### config.mk
export PLATFORM = sky130hd
export DESIGN_NAME = serial_subtractor16_flat
export DESIGN_NICKNAME = d
export VERILOG_FILES = /design/src/rtl/serial_subtractor16_if.sv /design/src/rtl/serial_subtractor16.sv /design/src/flat_wrapper.sv
export SDC_FILE = /design/constraint.sdc
export NUM_CORES = 1
export LEC_CHECK = 0
export CORE_ASPECT_RATIO = 0.5
export CORE_UTILIZATION = 47
export DETAILED_ROUTE_END_ITERATION = 16
export MAX_ROUTING_LAYER = met4
export PLACE_DENSITY = 0.75
export SLEW_MARGIN = 20
export SYNTH_ARGS = -nofsm -noshare
export SYNTH_HDL_FRONTEND = slang
export SYNTH_SLANG_ARGS = --single-unit
export TNS_END_PERCENT = 50
### constraint.sdc
create_clock -name clk -period 1.55 [get_ports clk]
set_input_delay 0.2325 -clock clk [delete_from_list [all_inputs] [get_ports clk]]
set_output_delay 0.2325 -clock clk [all_outputs]
set_load 0.005 [all_outputs]
### src/rtl/serial_subtractor16_if.sv
// Operand/result bundle for the bit-serial subtractor.
// master drives start/a/b and reads the result; slave is the subtractor.
interface serial_subtractor16_if #(
    parameter int WIDTH = 16
);
    logic             start;
    logic [WIDTH-1:0] a;
    logic [WIDTH-1:0] b;
    logic             busy;
    logic             done;
    logic [WIDTH-1:0] diff;
    logic             borrow_out;
    logic             ovf;

    modport master (
        output start, a, b,
        input  busy, done, diff, borrow_out, ovf
    );

    modport slave (
        input  start, a, b,
        output busy, done, diff, borrow_out, ovf
    );
endinterface

### src/rtl/serial_subtractor16.sv
// Bit-serial a-b using one full-subtractor cell, LSB first.
// Ports: clk, rst (sync, active-high), bus (slave): start/a/b in; busy/done/diff/borrow_out/ovf out.
module serial_subtractor16 #(
    parameter int WIDTH = 16
) (
    input  logic                 clk,
    input  logic                 rst,
    serial_subtractor16_if.slave bus
);
    localparam int CW = $clog2(WIDTH);
    localparam logic [CW-1:0] LAST = CW'(WIDTH - 1);

    typedef enum logic [1:0] {
        IDLE,
        SHIFT,
        DONE
    } state_t;

    state_t           state;
    logic [WIDTH-1:0] a_sr;
    logic [WIDTH-1:0] b_sr;
    logic [WIDTH-1:0] res;
    logic [CW-1:0]    cnt;
    logic             br;
    logic             busy_q;
    logic             done_q;
    logic [WIDTH-1:0] diff_q;
    logic             borrow_q;
    logic             ovf_q;

    logic ai;
    logic bi;
    logic d;
    logic br_n;

    assign ai   = a_sr[0];
    assign bi   = b_sr[0];
    assign d    = ai ^ bi ^ br;
    assign br_n = (~ai & bi) | (~(ai ^ bi) & br);

    // Operands rotate rather than shift, so on the last bit the
    // cell sees the original sign bits and ovf needs no extra flops.
    always_ff @(posedge clk) begin
        if (rst) begin
            state    <= IDLE;
            a_sr     <= '0;
            b_sr     <= '0;
            res      <= '0;
            cnt      <= '0;
            br       <= 1'b0;
            busy_q   <= 1'b0;
            done_q   <= 1'b0;
            diff_q   <= '0;
            borrow_q <= 1'b0;
            ovf_q    <= 1'b0;
        end else begin
            unique case (state)
                IDLE: begin
                    done_q <= 1'b0;
                    if (bus.start) begin
                        a_sr   <= bus.a;
                        b_sr   <= bus.b;
                        br     <= 1'b0;
                        cnt    <= '0;
                        busy_q <= 1'b1;
                        state  <= SHIFT;
                    end
                end
                SHIFT: begin
                    a_sr <= {a_sr[0], a_sr[WIDTH-1:1]};
                    b_sr <= {b_sr[0], b_sr[WIDTH-1:1]};
                    res  <= {d, res[WIDTH-1:1]};
                    br   <= br_n;
                    cnt  <= cnt + 1'b1;
                    if (cnt == LAST) begin
                        diff_q   <= {d, res[WIDTH-1:1]};
                        borrow_q <= br_n;
                        ovf_q    <= (ai != bi) & (d != ai);
                        busy_q   <= 1'b0;
                        done_q   <= 1'b1;
                        state    <= DONE;
                    end
                end
                DONE: begin
                    done_q <= 1'b0;
                    if (bus.start) begin
                        a_sr   <= bus.a;
                        b_sr   <= bus.b;
                        br     <= 1'b0;
                        cnt    <= '0;
                        busy_q <= 1'b1;
                        state  <= SHIFT;
                    end else begin
                        state  <= IDLE;
                    end
                end
                default: begin
                    busy_q <= 1'b0;
                    done_q <= 1'b0;
                    state  <= IDLE;
                end
            endcase
        end
    end

    assign bus.busy       = busy_q;
    assign bus.done       = done_q;
    assign bus.diff       = diff_q;
    assign bus.borrow_out = borrow_q;
    assign bus.ovf        = ovf_q;
endmodule

### src/flat_wrapper.sv
// flat-port wrapper written by rule: the top's interface ports become plain ports
module serial_subtractor16_flat 
#(
    parameter int WIDTH = 16
)
  (clk, rst, bus_start, bus_a, bus_b, bus_busy, bus_done, bus_diff, bus_borrow_out, bus_ovf);
  serial_subtractor16_if #(.WIDTH(WIDTH)) bus_i ();
  input  logic clk;
  input  logic rst;
  input wire logic [$bits(bus_i.start)-1:0] bus_start;
  input wire logic [$bits(bus_i.a)-1:0] bus_a;
  input wire logic [$bits(bus_i.b)-1:0] bus_b;
  output wire logic [$bits(bus_i.busy)-1:0] bus_busy;
  output wire logic [$bits(bus_i.done)-1:0] bus_done;
  output wire logic [$bits(bus_i.diff)-1:0] bus_diff;
  output wire logic [$bits(bus_i.borrow_out)-1:0] bus_borrow_out;
  output wire logic [$bits(bus_i.ovf)-1:0] bus_ovf;
  assign bus_i.start = bus_start;
  assign bus_i.a = bus_a;
  assign bus_i.b = bus_b;
  assign bus_busy = bus_i.busy;
  assign bus_done = bus_i.done;
  assign bus_diff = bus_i.diff;
  assign bus_borrow_out = bus_i.borrow_out;
  assign bus_ovf = bus_i.ovf;
  serial_subtractor16 #(.WIDTH(WIDTH)) u_core (.clk(clk), .rst(rst), .bus(bus_i));
endmodule
==> results of run 1 <==
## worst paths after layout
path	startpoint	end	slack [ns]	depth (start not counted)
max	u_core.a_sr[0]$_SDFFE_PP0P_	u_core.bus.ovf$_SDFFE_PP0P_	0.03	5
min	rst	u_core.br$_SDFFE_PP0P_	0.20	2
max reg2reg	u_core.a_sr[0]$_SDFFE_PP0P_	u_core.bus.ovf$_SDFFE_PP0P_	0.03	5
min reg2reg	u_core.res[15]$_SDFFE_PP0N_	u_core.res[14]$_SDFFE_PP0N_	0.46	2
## flip-flops by register name (all words and copies together), names as in the netlist
signal / flops
u_core.cnt: 4
u_core.bus.borrow_out: 1
u_core.bus.diff: 16
u_core.res: 15
u_core.br: 1
u_core.bus.ovf: 1
u_core.b_sr: 16
u_core.state: 2
u_core.a_sr: 16
u_core.bus.busy: 1
u_core.bus.done: 1
## final cells by class
type	count	area [sq um]
Sequential cell	74	1480
Tap cell	88	110
Clock buffer	12	256
Clock inverter	3	15.0
Multi-Input combinational cell	235	1570
Timing Repair Buffer	69	711
Fill cell	533	2200
Inverter	1	3.75
## kinds of logic (layout without fill, tap and decap cells)
family                   after synthesis  in the layout  synth area share [%]
XOR/XNOR                               1              1                 0.271
multiplexers                          51             51                  15.9
flip-flops                            74             74                  45.8
buffers and inverters                 32             85                  5.84
adder cells (fa/ha/maj)                3              3                  1.39
AND/OR/NAND/NOR                      122            122                  19.3
AO/OA/AOI/OAI                         58             58                  11.6
## cells in the final DEF, fill, tap and decap left out, types with 2 or more instances in the layout
cell	netlist	layout
dfxtp_1	74	72
dfxtp_2	0	2
buf_4	5	10
nand3_1	5	5
ha_1	2	2
clkbuf_8	0	2
a21oi_1	23	23
clkdlybuf4s50_1	0	53
clkbuf_16	0	9
nand2b_1	37	37
nor2_1	5	5
nand2_1	34	34
mux2i_1	48	48
nor3_1	34	34
a211oi_1	33	33
clkinv_2	0	3
nor2b_1	3	2
buf_12	0	5
## metrics by stage
step                      hold slack [ns]  total power [uW]  instance area [sq um]  setup WS (ns)
after global placement              0.447              2690                   3880         0.0262
final                               0.198              4570                   4150         0.0316
after detailed placement            0.457              2720                   3880        -0.0541
after global routing                0.203              4760                   4150        -0.0132
after floorplan                     0.405              2510                   3240         0.0222
after CTS                           0.195              4610                   4150         0.0126
## power breakdown
part           switching [uW]  total [uW]  internal [uW]
clock network             722        1870           1150
logic                     303         620            317
registers                63.7        2080           2010
total                    1090        4570           3480
## worst max-delay path, delay by kind of cell, from the launching register on
family / cells / cell delay, ns
XOR/XNOR: 1 / 0.15
multiplexers: 1 / 0.26
AND/OR/NAND/NOR: 1 / 0.06
adder cells (fa/ha/maj): 1 / 0.55
buffers and inverters: 1 / 0.05
flip-flops: 1 / 0.33
## metal layers
layer | GRT usage, % | up-vias | share of wire, %
met3 | 5.73 | 13 | 4.6
li1 | - | 1299 | -
met4 | 9.46 | 0 | 1.8
met5 | - | - | 0
met2 | 34.1 | 68 | 47
met1 | 24.6 | 1198 | 46
==> results.sh, run 1 <==
export IMPL_outcome="finished clean"
export IMPL_nets=428
export IMPL_syn_inst=341
export IMPL_dieArea_sq_um=7240
export IMPL_maxCapViolations=0
export IMPL_finalNonFillerCells=482
export IMPL_via_per_inst=5.35
export IMPL_portBuffers=54
export IMPL_rsz0062_at_grt="yes"
export IMPL_place_congestion=0.761
export IMPL_grt_pass1_wl_mm=11.1
export IMPL_grt_pass1_vias=2353
export IMPL_fmax_ghz=0.659
export IMPL_ios=55
export IMPL_synth_top_area_share_pct=45.8
export IMPL_cts_setup_buffers=0
export IMPL_dp_hpwl_mm=4.21
export IMPL_utilization_pct=65.4
export IMPL_cp_end_kind="flop"
export IMPL_yosysMostFrequentCell="dfxtp_1"
export IMPL_p_leak_uw=0.00145
export IMPL_crit_slowest_cell="fa_1"
export IMPL_grt_max_degree=62
export IMPL_clock_skew_ns=0.00329
export IMPL_relSlewSlack_pct=82.1
export IMPL_cts_clk_slew_worst_paths_ns=0.05
export IMPL_cts_tree="yes"
export IMPL_worst_pin_slew_ns=0.267
export IMPL_finalSetupViolCount=0
export IMPL_wl_per_cell_microns=13.6
export IMPL_dp_cells=467
export IMPL_grt_antenna_before_repair=0
export IMPL_critical_path_required_ns=1.77
export IMPL_ant_nets=0
export IMPL_timing_setup_tns_ns=0
export IMPL_async_reset_ff_share_pct=0
export IMPL_start_kind="flop"
export IMPL_h_tree_depth=3
export IMPL_cts_hold_buf=0
export IMPL_grt_use_total_pct=20.8
export IMPL_ys_flop_type="dfxtp_1"
export IMPL_crit_arrival_ns=1.74
export IMPL_ys_ff_latch=74
export IMPL_holdCritPathClass="primary input to flop"
export IMPL_synth_edff_count=0
export IMPL_clock_sinks=74
export IMPL_area_growth_syn_to_layout_pct=28.3
export IMPL_start_util_pct=50.9
export IMPL_path_max_fanout=2
export IMPL_clk_latency_ns=0.33
export IMPL_synth_top_cell_by_area="dfxtp_1"
export IMPL_yosysWarnings=0
export IMPL_synthTopCellsByCount="dfxtp_1, mux2i_1, nand2b_1"
export IMPL_die_h_microns=60.7
export IMPL_core_area_sq_um=6360
export IMPL_ys_types=27
export IMPL_initialDrtViolationCount=182
export IMPL_hold_violations=0
export IMPL_firstDrtPassIters=4
export IMPL_finalCritPeriodShare_pct=98.0
export IMPL_synthTopCellsByArea="dfxtp_1, mux2i_1, a211oi_1"
export IMPL_criticalPathCategory="flop to flop"
export IMPL_rows=20
export IMPL_ys_seq_area_share_pct=45.8
export IMPL_vias=2578
export IMPL_ctsResizeCount=0
export IMPL_slowest_delay_ns=0.55
export IMPL_root_buffer="clkbuf_16"
export IMPL_finalWirelength_mm=6.55
export IMPL_path_cells="inv_2 -> fa_1 -> xor2_1 -> nor3_1 -> mux2_4"
export IMPL_cts_buffer_depth=2
export IMPL_syn_num_nets=379
export IMPL_syn_cell_area_sq_um=3240
export IMPL_drv_slew=0
export IMPL_dieWidth_microns=119
export IMPL_final_min_clock_period_ns=1.52
export IMPL_powerDensity_nw_per_um2=1100
export IMPL_drc=0
export IMPL_overflow=0
export IMPL_n_antenna_cell=0
export IMPL_peakVddDrop_v=0.000568
export IMPL_synth_area_per_cell_sq_um=9.49
export IMPL_cts_made_buffers=9
export IMPL_drive_gt1_share_pct=9.39
No activity file was read; power rests on OpenSTA's default activity.
==> run 2, diff against run 1 <==
Settings changed: CELL_PAD_IN_SITES_DETAIL_PLACEMENT set to 0, CELL_PAD_IN_SITES_GLOBAL_PLACEMENT set to 2, CORE_UTILIZATION 47 to 29, PLACE_DENSITY 0.75 to unset, PLACE_DENSITY_LB_ADDON set to 0.1.
==> run 2 against run 1 <==
  * Clock skew grew 0.0029 ns
  * Via count shrank 2.9%
  * Sequential share of layout area shrank 1.1 points
  * Maximum frequency shrank 0.30%
  * Clock power grew 19%
  * Wire length grew 9.5%
  * Largest power group is now clock
  * Final cell count grew 11%
==> results.sh, run 2 (synthesis results as in run 1) <==
export IMPL_outcome="finished clean"
export IMPL_core_area_sq_um=10500
export IMPL_overflow=0
export IMPL_worst_pin_slew_ns=0.324
export IMPL_nFillCells=1054
export IMPL_start_util_pct=30.8
export IMPL_drc=0
export IMPL_place_congestion=0.699
export IMPL_ant_nets=0
export IMPL_ios=55
export IMPL_grt_antenna_before_repair=0
export IMPL_fmax_ghz=0.657
export IMPL_p_leak_uw=0.00147
export IMPL_clkPwrFrac_pct=45.1
export IMPL_finalSetupViolCount=0
export IMPL_combPwrFrac_pct=12.8
export IMPL_dp_cells=518
export IMPL_worst_hold_startpoint="rst"
export IMPL_rsz0062_at_grt="yes"
export IMPL_finalWirelength_mm=7.18
export IMPL_rows=26
export IMPL_critical_path_required_ns=1.77
export IMPL_finalNonFillerCells=536
export IMPL_grt_pass1_vias=2378
export IMPL_wl_per_cell_microns=13.4
export IMPL_peakVddDrop_v=0.000525
export IMPL_cts_hold_buf=0
export IMPL_p_int_uw=3780
export IMPL_dieArea_sq_um=11600
export IMPL_n_antenna_cell=0
export IMPL_hold_violations=0
export IMPL_final_common_cell="dfxtp_1"
export IMPL_powerDensity_nw_per_um2=1150
export IMPL_vias=2504
export IMPL_cts_made_buffers=9
export IMPL_power_uw=4920
export IMPL_drive_gt1_share_pct=10.4
export IMPL_area_growth_syn_to_layout_pct=32.7
export IMPL_grt_use_total_pct=13.6
export IMPL_r2r_start="u_core.a_sr[0]$_SDFFE_PP0P_"
export IMPL_path_max_fanout=2
export IMPL_finalCritPeriodShare_pct=98.3
export IMPL_grt_pass1_wl_mm=11.9
export IMPL_crit_arrival_ns=1.74
export IMPL_cts_buffer_depth=2
export IMPL_holdCritPathClass="primary input to flop"
export IMPL_final_min_clock_period_ns=1.52
export IMPL_dp_hpwl_mm=4.52
export IMPL_hold_slack_ns=0.284
export IMPL_cp_end_kind="flop"
export IMPL_drv_slew=0
export IMPL_firstDrtPassIters=4
export IMPL_clock_sinks=74
export IMPL_die_h_microns=76.7
export IMPL_clock_skew_ns=0.00618
export IMPL_root_buffer="clkbuf_16"
export IMPL_placedInstanceArea_sq_um=3950
export IMPL_portBuffers=54
export IMPL_p_sw_share_pct=23.2
export IMPL_start_kind="flop"
export IMPL_maxCapViolations=0
export IMPL_final_cell_area_sq_um=4290
export IMPL_via_per_inst=4.67
export IMPL_cts_tree="yes"
export IMPL_mostFrequentLayoutCells="dfxtp_1, clkdlybuf4s50_1, mux2i_1, nand2b_1, nand2_1"
export IMPL_initialDrtViolationCount=113
export IMPL_grt_max_degree=42
export IMPL_relSlewSlack_pct=78.4
export IMPL_seqPwrFrac_pct=42.1
export IMPL_nets=429
export IMPL_h_tree_depth=3
export IMPL_clk_latency_ns=0.33
export IMPL_criticalPathCategory="flop to flop"
export IMPL_startpoint="u_core.a_sr[0]$_SDFFE_PP0P_"
export IMPL_switchingPower_uw=1140
export IMPL_dieWidth_microns=151
export IMPL_cts_clk_slew_worst_paths_ns=0.06
-- run 2: power groups by stage --
stage | sequential (uW) | combinational, uW | clock [uW]
floorplan | 2100 | 408 | 0
global placement | 2110 | 608 | 0
detailed placement | 2110 | 621 | 0
CTS | 2070 | 622 | 2300
global route | 2080 | 696 | 2390
finish | 2070 | 631 | 2220
-- run 2: metal layers --
layer  vias up  wire [microns]  global-route usage [%]
li1       1301               -                       -
met1      1135            3770                    18.2
met2        63            2970                    18.8
met3         5             378                    5.00
met4         0              57                    4.20
met5         -               0                       -
-- run 2: metrics by stage --
stage	setup WS [ns]	util, %	setup TNS (ns)
after floorplan	0.0222	-	0
after detailed placement	-0.0591	37.6	-0.821
after global routing	-0.0297	40.9	-0.0297
after global placement	0.00428	37.6	0
final	0.0270	40.9	0
after CTS	0.0206	40.6	0
-- run 2: final cells by class --
type | count | area (sq um) | area share, %
multi-input combinational | 235 | 1580 | 36.8
sequential | 74 | 1490 | 34.6
inverter | 1 | 3.75 | 0.0874
timing repair buffer | 70 | 731 | 17.0
clock inverter | 5 | 77.6 | 1.81
tap | 140 | 175 | 4.08
clock buffer | 11 | 243 | 5.65
-- run 2: path summary, 6_finish.rpt --
path	slack, ns	end	cells past startpoint
worst max register to register	0.03	u_core.bus.ovf$_SDFFE_PP0P_	5
worst min-delay path	0.28	u_core.state[0]$_SDFFE_PP0P_	2
worst min register to register	0.46	u_core.res[1]$_SDFFE_PP0N_	2
worst max-delay path	0.03	u_core.bus.ovf$_SDFFE_PP0P_	5
-- run 2: what timing repair did --
action                                  in CTS  in global routing
endpoints found under the setup margin       0                  1
gates resized for setup                      0                  5
setup buffers                                0                  2
-- run 2: worst max-delay path, cell delays in order, from the launching register on --
cell     delay [ns]
dfxtp_2        0.33
inv_2          0.04
fa_1           0.53
xor2_1         0.17
nor3_2         0.07
mux2_4         0.27
==> run 3, diff against run 2 <==
Settings changed: RECOVER_POWER set to 100, SETUP_SLACK_MARGIN set to 0.4.
==> run 3 against run 2 <==
  * Register-to-register slack is essentially flat
  * Setup slack gained 0.0013 ns
  * Die area is the same
  * Via count grew 10%
  * Critical path depth shrank 1
  * Sequential share of layout area shrank 5.2 points
  * Worst hold slack lost 0.021 ns
  * Total power grew 15%
==> results.sh, run 3 (synthesis results as in run 1) <==
export IMPL_mostFrequentLayoutCells="dfxtp_1, mux2i_1, nand2b_1, nand2_1, clkdlybuf4s50_1"
export IMPL_rrSetupSlack_ns=0.03
export IMPL_initialDrtViolationCount=101
export IMPL_final_common_cell="dfxtp_1"
export IMPL_final_cell_area_sq_um=5080
export IMPL_final_min_clock_period_ns=1.52
export IMPL_holdCritPathClass="primary input to flop"
export IMPL_clock_skew_ns=0.00394
export IMPL_start_kind="flop"
export IMPL_finalWirelength_mm=9.14
export IMPL_drc=0
export IMPL_firstDrtPassIters=4
export IMPL_rows=26
export IMPL_vias=2759
export IMPL_n_antenna_cell=0
export IMPL_die_h_microns=76.7
export IMPL_grt_antenna_before_repair=0
export IMPL_grt_pass1_vias=2660
export IMPL_grt_max_degree=43
export IMPL_critical_path_required_ns=1.77
export IMPL_dp_hpwl_mm=4.50
export IMPL_cts_clk_slew_worst_paths_ns=0.06
export IMPL_placedInstanceArea_sq_um=4010
export IMPL_path_cells="fa_1 -> xor2_1 -> nor3_1 -> mux2_1"
export IMPL_root_buffer="clkbuf_16"
export IMPL_cts_tree="yes"
export IMPL_overflow=0
export IMPL_hold_violations=0
export IMPL_ios=55
export IMPL_register_area_sq_um=1490
export IMPL_slowest_delay_ns=0.57
export IMPL_cp_end_kind="flop"
export IMPL_p_leak_uw=0.00186
export IMPL_via_per_inst=4.87
export IMPL_fmax_ghz=0.657
export IMPL_clk_latency_ns=0.34
export IMPL_nFillCells=975
export IMPL_power_uw=5670
export IMPL_timing_setup_tns_ns=0
export IMPL_cts_buffer_depth=2
export IMPL_h_tree_depth=3
export IMPL_finalSetupViolCount=0
export IMPL_wl_per_cell_microns=16.1
export IMPL_path_max_fanout=2
export IMPL_portBuffers=54
export IMPL_clock_sinks=74
export IMPL_maxCapViolations=0
export IMPL_area_growth_syn_to_layout_pct=57.1
export IMPL_grt_use_total_pct=16.0
export IMPL_peakVddDrop_v=0.000585
export IMPL_cts_made_buffers=9
export IMPL_grt_pass1_wl_mm=13.7
export IMPL_cts_hold_buf=0
export IMPL_relSlewSlack_pct=74.2
export IMPL_powerDensity_nw_per_um2=1120
export IMPL_criticalPathCategory="flop to flop"
export IMPL_place_congestion=0.711
export IMPL_outcome="finished clean"
export IMPL_nets=460
export IMPL_finalCritPeriodShare_pct=98.2
export IMPL_start_util_pct=30.8
export IMPL_ant_nets=0
export IMPL_rsz0062_at_grt="yes"
export IMPL_dieArea_sq_um=11600
export IMPL_crit_slowest_cell="fa_1"
export IMPL_dieWidth_microns=151
export IMPL_crit_arrival_ns=1.74
export IMPL_drive_gt1_share_pct=27.4
export IMPL_drv_slew=0
export IMPL_worst_pin_slew_ns=0.388
export IMPL_multi_input_area_sq_um=1840
export IMPL_core_area_sq_um=10500
[run 3: changes by cell type in the layout (fill, tap and decap cells not counted), moves of 6 or more]
cell,before,now
dlygate4sd2_1,0,14
buf_4,10,16
nor3_2,1,14
nor3_1,33,15
clkdlybuf4s50_1,53,33
a211oi_1,33,20
clkdlybuf4s25_1,0,6
a211oi_2,0,13
buf_16,0,6
[run 3: layout make-up]
cell class | count | area share [%]
inverter | 1 | 0.0738
clock buffer | 11 | 4.77
clock inverter | 5 | 2.46
tap | 140 | 3.45
timing repair buffer | 101 | 23.7
sequential | 74 | 29.3
multi-input combinational | 235 | 36.2
[run 3: worst paths after layout]
check                        startpoint                           to  cells past startpoint
min                                 rst       u_core.br$_SDFFE_PP0P_                      2
max              u_core.br$_SDFFE_PP0P_  u_core.bus.ovf$_SDFFE_PP0P_                      4
max reg2reg      u_core.br$_SDFFE_PP0P_  u_core.bus.ovf$_SDFFE_PP0P_                      4
min reg2reg  u_core.res[1]$_SDFFE_PP0N_   u_core.res[1]$_SDFFE_PP0N_                      2
[run 3: timing repair]
action | 4_1_cts | 5_1_grt
setup buffers | 10 | 8
gates cloned | 8 | 5
pin swaps | 16 | 15
endpoints found under the setup margin | 78 | 89
gates resized for setup | 64 | 56
[run 3: critical path, delay by kind of cell (launching register included)]
kind	cells	cell delay (ns)
fa+ha+maj	1	0.57
flops	1	0.33
mux	1	0.28
xor+xnor	1	0.15
simple gates	1	0.07
[run 3: through the flow]
stage / setup slack [ns] / hold slack [ns] / util [%] / std cells
after floorplan: 0.0727 / 0.405 / - / 341
after global placement: 0.0388 / 0.450 / 38.1 / 520
after detailed placement: -0.00328 / 0.456 / 38.1 / 520
after CTS: 0.0207 / 0.252 / 45.4 / 554
after global routing: -0.00904 / 0.284 / 48.4 / 567
final: 0.0283 / 0.263 / 48.4 / 567
[run 3: power breakdown]
part / switching (uW) / internal [uW] / total [uW]
clock: 805 / 1780 / 2580
combinational: 452 / 551 / 1000
sequential: 74.2 / 2010 / 2090
[run 3: metal layers]
layer / up-vias / share of wire [%] / global-route usage [%]
li1: 1364 / - / -
met1: 1336 / 50 / 20.9
met2: 50 / 44 / 23.1
met3: 9 / 4.1 / 5.06
met4: 0 / 1.1 / 5.00
met5: - / 0 / -
